File: src/rtl/hazard_pkg.sv
`default_nettype none
// +----------------------------------------------------------------------------+
// | Module   : hazard_pkg                                                      |
// | Brief    : Shared constants, FSM encoding and parameter range helper for   |
// |            the decode-stage hazard unit.                                   |
// | Revision : 1.0 - initial release                                           |
// +----------------------------------------------------------------------------+
package hazard_pkg;

    // Default instruction geometry for the 16-bit core
    localparam int c_INSTR_W    = 16;
    localparam int c_REG_W      = 3;
    localparam int c_RS_LSB     = 8;
    localparam int c_RT_LSB     = 5;
    localparam int c_LD_DST_LSB = 5;

    // Default stall behaviour and statistics width
    localparam int c_LU_BUBBLES = 1;
    localparam int c_CNT_W      = 16;

    // Hazard FSM: RUN = normal flow, LU_STALL = extra load-use bubbles pending
    typedef enum logic {
        RUN      = 1'b0,
        LU_STALL = 1'b1
    } state_t;

    // The bubble counter is 2 bits wide, so only 1..3 bubbles are representable
    function automatic bit lu_bubbles_ok(input int n);
        return (n >= 1) && (n <= 3);
    endfunction

endpackage
`default_nettype wire

File: src/rtl/hazard_match.sv
`default_nettype none
// +----------------------------------------------------------------------------+
// | Module   : hazard_match                                                    |
// | Brief    : Combinational load-use detector. Compares the destination of a |
// |            load in ID/EX against the source registers read in ID.          |
// | Revision : 1.0 - initial release                                           |
// +----------------------------------------------------------------------------+
import hazard_pkg::*;

module hazard_match #(
    parameter int INSTR_W    = c_INSTR_W,
    parameter int REG_W      = c_REG_W,
    parameter int RS_LSB     = c_RS_LSB,
    parameter int RT_LSB     = c_RT_LSB,
    parameter int LD_DST_LSB = c_LD_DST_LSB
) (
    input  logic [INSTR_W-1:0] i_ifid_instr,
    input  logic [INSTR_W-1:0] i_idex_instr,
    input  logic               i_valid_rs,
    input  logic               i_valid_rt,
    input  logic               i_idex_mem_en,
    input  logic               i_idex_mem_wr,
    output logic               o_lu_hit
);

    logic [REG_W-1:0] w_dst;
    logic [REG_W-1:0] w_rs;
    logic [REG_W-1:0] w_rt;
    logic             w_is_load;
    logic             w_rs_hit;
    logic             w_rt_hit;

    assign w_dst = i_idex_instr[LD_DST_LSB +: REG_W];
    assign w_rs  = i_ifid_instr[RS_LSB +: REG_W];
    assign w_rt  = i_ifid_instr[RT_LSB +: REG_W];

    // Stores do not write the register file, so only loads can create the hazard
    assign w_is_load = i_idex_mem_en & ~i_idex_mem_wr;
    assign w_rs_hit  = i_valid_rs & (w_dst == w_rs);
    // Rt used as store data still stalls: there is no store-data forwarding path
    assign w_rt_hit  = i_valid_rt & (w_dst == w_rt);

    assign o_lu_hit  = w_is_load & (w_rs_hit | w_rt_hit);

    // Opcode and immediate bits are irrelevant to hazard detection
    logic w_unused_bits;
    assign w_unused_bits = &{1'b0, i_ifid_instr, i_idex_instr};

endmodule
`default_nettype wire

File: src/rtl/hazard_unit_mc.sv
`default_nettype none
// +----------------------------------------------------------------------------+
// | Module   : hazard_unit_mc                                                  |
// | Brief    : Decode-stage hazard unit: counter-driven load-use stall,        |
// |            whole-pipe freeze on busy data memory, front-end flush on taken |
// |            branch/jump. Optional STALL_STATS_EN macro adds a saturating    |
// |            stall-cycle counter and the stall_cycles output port.           |
// | Revision : 1.0 - initial release                                           |
// +----------------------------------------------------------------------------+
import hazard_pkg::*;

module hazard_unit_mc #(
    parameter int INSTR_W    = c_INSTR_W,
    parameter int REG_W      = c_REG_W,
    parameter int RS_LSB     = c_RS_LSB,
    parameter int RT_LSB     = c_RT_LSB,
    parameter int LD_DST_LSB = c_LD_DST_LSB,
    parameter int LU_BUBBLES = c_LU_BUBBLES
`ifdef STALL_STATS_EN
    ,
    parameter int CNT_W      = c_CNT_W
`endif
) (
    input  logic               clk,
    input  logic               rst_n,
    input  logic [INSTR_W-1:0] ifid_instr,
    input  logic [INSTR_W-1:0] idex_instr,
    input  logic               valid_rs,
    input  logic               valid_rt,
    input  logic               idex_mem_en,
    input  logic               idex_mem_wr,
    input  logic               mem_busy,
    input  logic               br_taken,
    output logic               pc_wr_en,
    output logic               ifid_wr_en,
    output logic               ctrl_sel,
    output logic               ifid_flush,
    output logic               idex_flush,
    output logic               pipe_hold
`ifdef STALL_STATS_EN
    ,
    output logic [CNT_W-1:0]   stall_cycles
`endif
);

    // Reject bubble counts the 2-bit down-counter cannot express
    if (!lu_bubbles_ok(LU_BUBBLES)) begin : g_bad_lu_bubbles
        $error("hazard_unit_mc: LU_BUBBLES must be in 1..3");
    end

    state_t     r_state;
    logic [1:0] r_bub_cnt;
    logic       w_lu_hit;
    logic       w_stall;

    hazard_match #(
        .INSTR_W    (INSTR_W),
        .REG_W      (REG_W),
        .RS_LSB     (RS_LSB),
        .RT_LSB     (RT_LSB),
        .LD_DST_LSB (LD_DST_LSB)
    ) u_match (
        .i_ifid_instr  (ifid_instr),
        .i_idex_instr  (idex_instr),
        .i_valid_rs    (valid_rs),
        .i_valid_rt    (valid_rt),
        .i_idex_mem_en (idex_mem_en),
        .i_idex_mem_wr (idex_mem_wr),
        .o_lu_hit      (w_lu_hit)
    );

    // While bubbles remain the stall holds even if the hazard pattern has gone away
    assign w_stall = (r_state == LU_STALL) | w_lu_hit;

    // Output decode by priority: memory freeze, branch flush, load-use bubble, run
    always_comb begin
        pc_wr_en   = 1'b1;
        ifid_wr_en = 1'b1;
        ctrl_sel   = 1'b1;
        ifid_flush = 1'b0;
        idex_flush = 1'b0;
        pipe_hold  = 1'b0;
        if (rst_n) begin
            if (mem_busy) begin
                pipe_hold  = 1'b1;
                pc_wr_en   = 1'b0;
                ifid_wr_en = 1'b0;
            end else if (br_taken) begin
                ifid_flush = 1'b1;
                idex_flush = 1'b1;
            end else if (w_stall) begin
                pc_wr_en   = 1'b0;
                ifid_wr_en = 1'b0;
                ctrl_sel   = 1'b0;
            end
        end
    end

    // Load-use FSM; r_bub_cnt counts the bubbles still owed after the current one
    always_ff @(posedge clk or negedge rst_n) begin
        if (!rst_n) begin
            r_state   <= RUN;
            r_bub_cnt <= 2'd0;
        end else if (mem_busy) begin
            r_state   <= r_state;
            r_bub_cnt <= r_bub_cnt;
        end else if (br_taken) begin
            // The stalled consumer is being squashed, so drop any owed bubbles
            r_state   <= RUN;
            r_bub_cnt <= 2'd0;
        end else if (r_state == LU_STALL) begin
            if (r_bub_cnt == 2'd1) begin
                r_state   <= RUN;
                r_bub_cnt <= 2'd0;
            end else begin
                r_bub_cnt <= r_bub_cnt - 2'd1;
            end
        end else if (w_lu_hit) begin
            if (LU_BUBBLES > 1) begin
                r_state   <= LU_STALL;
                r_bub_cnt <= 2'(LU_BUBBLES - 1);
            end
        end
    end

`ifdef STALL_STATS_EN
    logic [CNT_W-1:0] r_stall_cycles;

    // Count every cycle the PC is held, sticking at all-ones
    always_ff @(posedge clk or negedge rst_n) begin
        if (!rst_n) begin
            r_stall_cycles <= '0;
        end else if (!pc_wr_en && (r_stall_cycles != {CNT_W{1'b1}})) begin
            r_stall_cycles <= r_stall_cycles + 1'b1;
        end
    end

    assign stall_cycles = r_stall_cycles;
`endif

endmodule
`default_nettype wire

File: config.mk
export PLATFORM = sky130hd
export DESIGN_NAME = hazard_unit_mc
export DESIGN_NICKNAME = d
export VERILOG_FILES = /design/src/rtl/hazard_pkg.sv /design/src/rtl/hazard_match.sv /design/src/rtl/hazard_unit_mc.sv
export SDC_FILE = /design/constraint.sdc
export NUM_CORES = 1
export LEC_CHECK = 0
export ABC_AREA = 1
export BUFFER_PORTS_ARGS = -buffer_cell sky130_fd_sc_hd__buf_2
export CORE_AREA = 2 2 39 41
export DETAILED_ROUTE_END_ITERATION = 6
export DIE_AREA = 0 0 41 43
export PLACE_DENSITY = 0.73
export SLEW_MARGIN = 20
export SYNTH_ARGS = -nofsm -noshare
export SYNTH_HDL_FRONTEND = slang
export SYNTH_HIERARCHICAL = 1
export SYNTH_SLANG_ARGS = --single-unit
File: constraint.sdc
create_clock -name clk -period 2.7 [get_ports clk]
set_input_delay 0.54 -clock clk [delete_from_list [all_inputs] [get_ports clk]]
set_output_delay 0.54 -clock clk [all_outputs]
set_load 0.03 [all_outputs]
==> results of run 1 <==
[Yosys cell counts, drive strengths merged]
library cell  count  area (µm²)
o21a              1       7.510
nand2            25       93.84
nand4             2       12.51
o21ai             2       13.76
buf               2       15.01
inv              12       45.04
or2               1       6.260
nor2             11       41.29
a21oi             1       8.760
dfrtp             3       75.07
ha                1       12.51
[report_power, final]
group	internal (mW)	leakage, nW	switching [mW]
Combinational	0.0181	0.251	0.0276
Clock	0.0553	0.0150	0.0216
Sequential	0.0452	0.0419	0
Total	0.119	0.308	0.0492
[layer usage]
| layer | GRT usage, % | up-vias | wire length, µm |
|---|---|---|---|
| li1 | - | 228 | - |
| met1 | 10.71 | 174 | 297 |
| met2 | 15.31 | 17 | 379 |
| met3 | 3.141 | 0 | 71 |
| met4 | 8.000 | 0 | 0 |
| met5 | 0 | - | 0 |
[cell families (layout without fill, tap and decap cells)]
| family | after synthesis | in the layout | synth area share (%) |
|---|---|---|---|
| compound gates | 4 | 4 | 9.057 |
| fa+ha+maj | 1 | 1 | 3.773 |
| buf+inv | 14 | 38 | 18.11 |
| flops | 3 | 3 | 22.64 |
| simple gates | 39 | 39 | 46.42 |
[sequential cells by signal, indices dropped and copies added, names as in the netlist]
name / flops
r_bub_cnt: 2
r_state: 1
[worst max-delay path, delay by kind of cell]
kind	cells	cell delay (ps)
buffers and inverters	3	320
AND/OR/NAND/NOR	5	440
AO/OA/AOI/OAI	2	220
[path summary, 6_finish.rpt]
| kind | start | end | slack, ps | cells past startpoint |
|---|---|---|---|---|
| worst min register to register | r_bub_cnt[1] | r_bub_cnt[1] | 470 | 2 |
| max in group asynchronous | rst_n | r_bub_cnt[1] | 2450 | 1 |
| worst max-delay path | idex_instr[6] | ctrl_sel | 630 | 10 |
| worst min-delay path | rst_n | r_bub_cnt[0] | 120 | 1 |
| min in group clk | r_bub_cnt[1] | r_bub_cnt[1] | 470 | 2 |
| worst max register to register | r_bub_cnt[0] | r_bub_cnt[1] | 1750 | 3 |
[layout make-up]
type                       instances  area [µm²]
fill                             153       910.9
multi-input combinational         44       196.4
timing repair buffer              22       110.1
sequential                         3       75.07
inverter                          12       45.04
clock buffer                       4       26.28
tap                               16       20.02
==> impl_results.rst, run 1 <==
.. list-table::
   :header-rows: 1

   * - Metric
     - Value
   * - Mapped Nets
     - 102
   * - Clock slew at the register clock pins of the worst setup and hold paths
     - 40 ps
   * - Clock tree from TritonCTS
     - done
   * - Longest individual stage delay on the worst path
     - 190 ps
   * - Initial antenna violation count
     - 0
   * - Kind of end point of the critical path
     - output pin
   * - Final Hold Vio Count
     - 0
   * - Hold buffers post-CTS
     - 0
   * - Placed standard-cell area
     - 446.7 µm²
   * - Worst setup slack after placement
     - 609.3 ps
   * - First-pass GRT wire length
     - 1186 µm
   * - Maximum fanout encountered on the critical timing path
     - 3
   * - Cell area after synthesis
     - 331.6 µm²
   * - Cell breakdown of the critical path
     - buf_2 -> inv_1 -> nand2_1 -> nand2_1 -> nor2_1 -> nand2_1 -> a21oi_2 -> o21ai_2 -> or2_1 -> buf_2
   * - Initial core utilization
     - 23.96%
   * - Cell with the largest stage delay on the worst path
     - sky130_fd_sc_hd__or2_1
   * - Count of antenna diodes in the layout
     - 0
   * - Half-perimeter wire length after placement
     - 652.5 µm
   * - Worst-Skew Late Latency
     - 230 ps
   * - Area added between synthesis and finish
     - 42.64%
   * - FMAX
     - 483.4 MHz
   * - Share of the core filled with cells
     - 34.18%
   * - Critical path required time
     - 2160 ps
   * - Synth warn
     - 6
   * - Boundary pin count
     - 46
   * - Average routed wire per standard cell
     - 7.396 µm
   * - Worst Tran Pin Value
     - 213.6 ps
   * - Final setup skew
     - 0.6999 ps
   * - Run status
     - completed
   * - Remaining DRCs
     - 0
   * - Post-CTS sizing
     - 0
   * - Count of buffers inserted at the top-level ports
     - 22
   * - Post-Place Cells
     - 97
   * - Most common cell after layout, fill and taps aside
     - sky130_fd_sc_hd__nand2_1
   * - PD cells
     - 354.9 nW/µm²
   * - Number of maximum-capacitance constraint violations
     - 0
   * - Cts bufs inserted
     - 3
   * - Final-report setup violation count
     - 0
   * - Final #Nets
     - 127
   * - Max Slew Vio Count
     - 0
   * - Register bit count reported by yosys
     - 3
   * - Avg Synthesized Cell Area
     - 5.436 µm²
   * - H-tree levels
     - 1
   * - Static Leakage
     - 0.3079 nW
   * - Num Clock Sinks
     - 3
   * - Most used cell, CP
     - sky130_fd_sc_hd__nand2_1
   * - Post-synthesis sequential area ratio
     - 22.64%
   * - Hold Path Class
     - in -> async
   * - Vias in the first global route
     - 346
   * - Arrival time at the worst endpoint
     - 1530 ps
   * - Period utilisation layout
     - 76.61%
   * - Hold slack
     - 118.5 ps
   * - Die ar.
     - 1763 µm²
   * - Vias per cell
     - 4.149
   * - Core Area
     - 1384 µm²
   * - Final Total Pwr
     - 167.8 µW
   * - Final routed wirelength across all metal layers
     - 747 µm
   * - Clock tree buffer depth
     - 2
   * - Post-Layout Cell Count
     - 101
   * - Critical path start-end classification
     - in -> out
   * - Final cell area excluding filler cells
     - 473.0 µm²
   * - Via count
     - 419
   * - Grt total ovfl
     - 0
   * - Synth cell types
     - 13
   * - Number of routed nets with antenna violations
     - 0
   * - Setup repair after global routing missed its margin
     - no
   * - Placement row count
     - 14
   * - Smallest setup slack after layout
     - 631.5 ps
   * - Launching element type of the critical path
     - input pin
   * - Overall die height
     - 43 µm
   * - Detailed Route Iter0 Violations
     - 4
   * - Commonest cells after routing, fill and taps aside
     - 25 x sky130_fd_sc_hd__nand2_1, 22 x sky130_fd_sc_hd__buf_2, 11 x sky130_fd_sc_hd__inv_1, 11 x sky130_fd_sc_hd__nor2_1
   * - Rel. slew slack
     - 85.61%
   * - Setup repair bufs after CTS
     - 0
   * - Peak supply drop
     - 0.0001100 V
   * - Root buf cell
     - sky130_fd_sc_hd__clkbuf_4
   * - Count of mapped cells out of synthesis
     - 61
   * - Setup TNS
     - 0 ps
   * - Die X
     - 41 µm
   * - Fraction of layout cells with a size suffix above 1
     - 32.94%
   * - Min Clock Period, post-route
     - 2069 ps
   * - Total global-route track usage
     - 10.07%
   * - Number of iterations in the first detailed-routing pass
     - 2
   * - Routability congestion estimate from global placement
     - 0.6314
   * - Largest net degree at the start of global routing
     - 7
Note: power is estimated with default switching activity, not from simulation.
==> inputs of run 2 (changes only) <==
--- a/config.mk
+++ b/config.mk
@@ -10,7 +10,7 @@
 export CORE_AREA = 2 2 39 41
 export DETAILED_ROUTE_END_ITERATION = 6
 export DIE_AREA = 0 0 41 43
-export PLACE_DENSITY = 0.73
+export PLACE_DENSITY = 0.75
 export SLEW_MARGIN = 20
 export SYNTH_ARGS = -nofsm -noshare
 export SYNTH_HDL_FRONTEND = slang
==> constraint.sdc (replaced) <==
create_clock -name clk -period 1.89 [get_ports clk]
set_input_delay 0.378 -clock clk [delete_from_list [all_inputs] [get_ports clk]]
set_output_delay 0.378 -clock clk [all_outputs]
set_load 0.03 [all_outputs]
==> run 2 against run 1 <==
  * Register-to-register slack got worse by 790 ps
  * Final area rose by 2.6%
  * Clock skew barely moved
  * Largest cell class unchanged
  * Largest power group unchanged
  * Sequential power rose by 43%
  * First-iteration DRC count rose by 75%
  * Count of clock-buffer cells in the layout did not move
  * Highest routed layer unchanged
  * Critical path type unchanged
  * Final cell count rose by 0.99%
  * Clock power rose by 44%
  * Critical path depth fell by 1
  * Non-clock buffer count rose by 1
==> impl_results.rst, run 2 (same netlist as run 1, synthesis figures left out) <==
.. list-table::
   :header-rows: 1

   * - Metric
     - Value
   * - Initial antenna violation count
     - 0
   * - Clock slew at the register clock pins of the worst setup and hold paths
     - 40 ps
   * - Setup repair after global routing missed its margin
     - no
   * - Placed standard-cell area
     - 446.7 µm²
   * - Worst Tran Pin Value
     - 233.7 ps
   * - Final setup skew
     - 0.2363 ps
   * - Grt total ovfl
     - 0
   * - Via count
     - 418
   * - Detailed Route Iter0 Violations
     - 7
   * - Largest net degree at the start of global routing
     - 6
   * - Critical Path Source
     - idex_instr[7]
   * - Internal Dissipation
     - 171.0 µW
   * - Setup TNS
     - 0 ps
   * - Number of maximum-capacitance constraint violations
     - 0
   * - Commonest cells after routing, fill and taps aside
     - 25 x sky130_fd_sc_hd__nand2_1, 21 x sky130_fd_sc_hd__buf_2, 11 x sky130_fd_sc_hd__inv_1, 11 x sky130_fd_sc_hd__nor2_1, 4 x sky130_fd_sc_hd__clkbuf_4
   * - Count of buffers inserted at the top-level ports
     - 22
   * - Flip-flop count of the largest register, all copies and words added
     - 2
   * - Remaining DRCs
     - 0
   * - FMAX
     - 559.9 MHz
   * - Smallest setup slack after layout
     - 103.8 ps
   * - Post-Layout Cell Count
     - 102
   * - Num Clock Sinks
     - 3
   * - Total global-route track usage
     - 10.36%
   * - Cts bufs inserted
     - 3
   * - Number of routed nets with antenna violations
     - 0
   * - Vias in the first global route
     - 361
   * - Number of iterations in the first detailed-routing pass
     - 4
   * - Average routed wire per standard cell
     - 7.059 µm
   * - Run status
     - completed
   * - PD cells
     - 499.0 nW/µm²
   * - Die X
     - 41 µm
   * - Period utilisation layout
     - 94.51%
   * - Critical path start-end classification
     - in -> out
   * - Initial core utilization
     - 23.96%
   * - Origin of the worst min-delay path
     - mem_busy
   * - Share of total power in sequential cells
     - 26.7%
   * - Portion of total power attributed to combinational logic
     - 27.6%
   * - Worst-Skew Late Latency
     - 230 ps
   * - Fraction of layout cells with a size suffix above 1
     - 32.56%
   * - Launching element type of the critical path
     - input pin
   * - Power share of the clock group
     - 45.7%
   * - Routability congestion estimate from global placement
     - 0.6460
   * - Top reg by flops
     - r_bub_cnt
   * - Worst setup slack after placement
     - 129.9 ps
   * - Final cell area excluding filler cells
     - 485.5 µm²
   * - Final #Nets
     - 128
   * - Count of antenna diodes in the layout
     - 0
   * - Static Leakage
     - 0.3141 nW
   * - Peak supply drop
     - 0.0001890 V
   * - Maximum fanout encountered on the critical timing path
     - 4
   * - Core Area
     - 1384 µm²
   * - First-pass GRT wire length
     - 1242 µm
   * - Clock tree buffer depth
     - 2
   * - Final-report setup violation count
     - 0
   * - Root buf cell
     - sky130_fd_sc_hd__clkbuf_4
   * - Kind of end point of the critical path
     - output pin
   * - Rel. slew slack
     - 84.25%
   * - Half-perimeter wire length after placement
     - 641.3 µm
   * - Placement row count
     - 14
   * - Clock tree from TritonCTS
     - done
   * - Critical path required time
     - 1510 ps
   * - Min Clock Period, post-route
     - 1786 ps
   * - Post-Place Cells
     - 97
   * - Overall die height
     - 43 µm
   * - Switching share of total power
     - 29.43%
   * - Critical register-to-register path startpoint
     - r_bub_cnt[0]
   * - Arrival time at the worst endpoint
     - 1410 ps
   * - Largest registers
     - r_bub_cnt (2), r_state (1)
   * - H-tree levels
     - 1
   * - Switching power summed over all nets
     - 71.29 µW
   * - Most common cell after layout, fill and taps aside
     - sky130_fd_sc_hd__nand2_1
   * - Area added between synthesis and finish
     - 46.42%
   * - Final routed wirelength across all metal layers
     - 720 µm
   * - Share of the core filled with cells
     - 35.08%
   * - Max Slew Vio Count
     - 0
   * - Die ar.
     - 1763 µm²
   * - Boundary pin count
     - 46
   * - Hold Path Class
     - in -> reg
   * - Final Hold Vio Count
     - 0
   * - Vias per cell
     - 4.098
==> run 2: layout make-up <==
class                   instances  area (µm²)
clock buffers                   4       26.28
inverters                      12       45.04
well taps                      16       20.02
repair buffers                 23       122.6
fillers                       155       898.4
flip-flops and latches          3       75.07
multi-input cells              44       196.4
==> run 2: path summary, 6_finish.rpt <==
path	slack (ps)	depth (start not counted)	end
max in group asynchronous	1220	2	r_bub_cnt[0]
hold / removal	410	2	r_state
min in group asynchronous	520	2	r_state
setup reg to reg	960	3	r_bub_cnt[1]
setup / recovery	100	9	ctrl_sel
hold reg to reg	470	2	r_bub_cnt[1]
==> run 2: stage by stage <==
step | total power, mW | hold WS [ps]
6_report | 0.2422 | 405.2
3_3_place_gp | 0.1295 | 194.3
5_1_grt | 0.2625 | 414.3
4_1_cts | 0.2497 | 402.1
3_5_place_dp | 0.1314 | 197.4
2_1_floorplan | 0.1045 | 82.41
==> run 2: layer usage <==
metal / share of wire [%] / GRT usage (%) / vias to the layer above
met3: 8.3 / 4.712 / 0
li1: - / - / 231
met2: 52 / 16.56 / 13
met5: 0 / 0 / -
met1: 40 / 10.36 / 174
met4: 0 / 6.000 / 0
==> run 2: power by group through the flow <==
| stage | Sequential (mW) | Combinational (mW) | Clock [mW] |
|---|---|---|---|
| floorplan | 0.0654 | 0.0390 | 0 |
| global placement | 0.0654 | 0.0641 | 0 |
| detailed placement | 0.0654 | 0.0660 | 0 |
| CTS | 0.0646 | 0.0678 | 0.117 |
| global route | 0.0646 | 0.0760 | 0.122 |
| finish | 0.0646 | 0.0670 | 0.111 |
==> run 2: worst max-delay path, cell delays in order <==
cell and delay [ps]:
sky130_fd_sc_hd__buf_2 120, sky130_fd_sc_hd__nor2_1 100, sky130_fd_sc_hd__nor2_1 60, sky130_fd_sc_hd__nor2_1 80, sky130_fd_sc_hd__nand2_1 70, sky130_fd_sc_hd__a21oi_2 150, sky130_fd_sc_hd__o21ai_2 60, sky130_fd_sc_hd__or2_1 200
sky130_fd_sc_hd__clkbuf_4 180
==> run 2: repair_timing <==
action                                  4_1_cts  5_1_grt
hold buffers                                  1        0
endpoints found under the setup margin        0        1
gates resized for setup                       0        1
setup buffers                                 0        0
hold endpoints to repair                      3        0
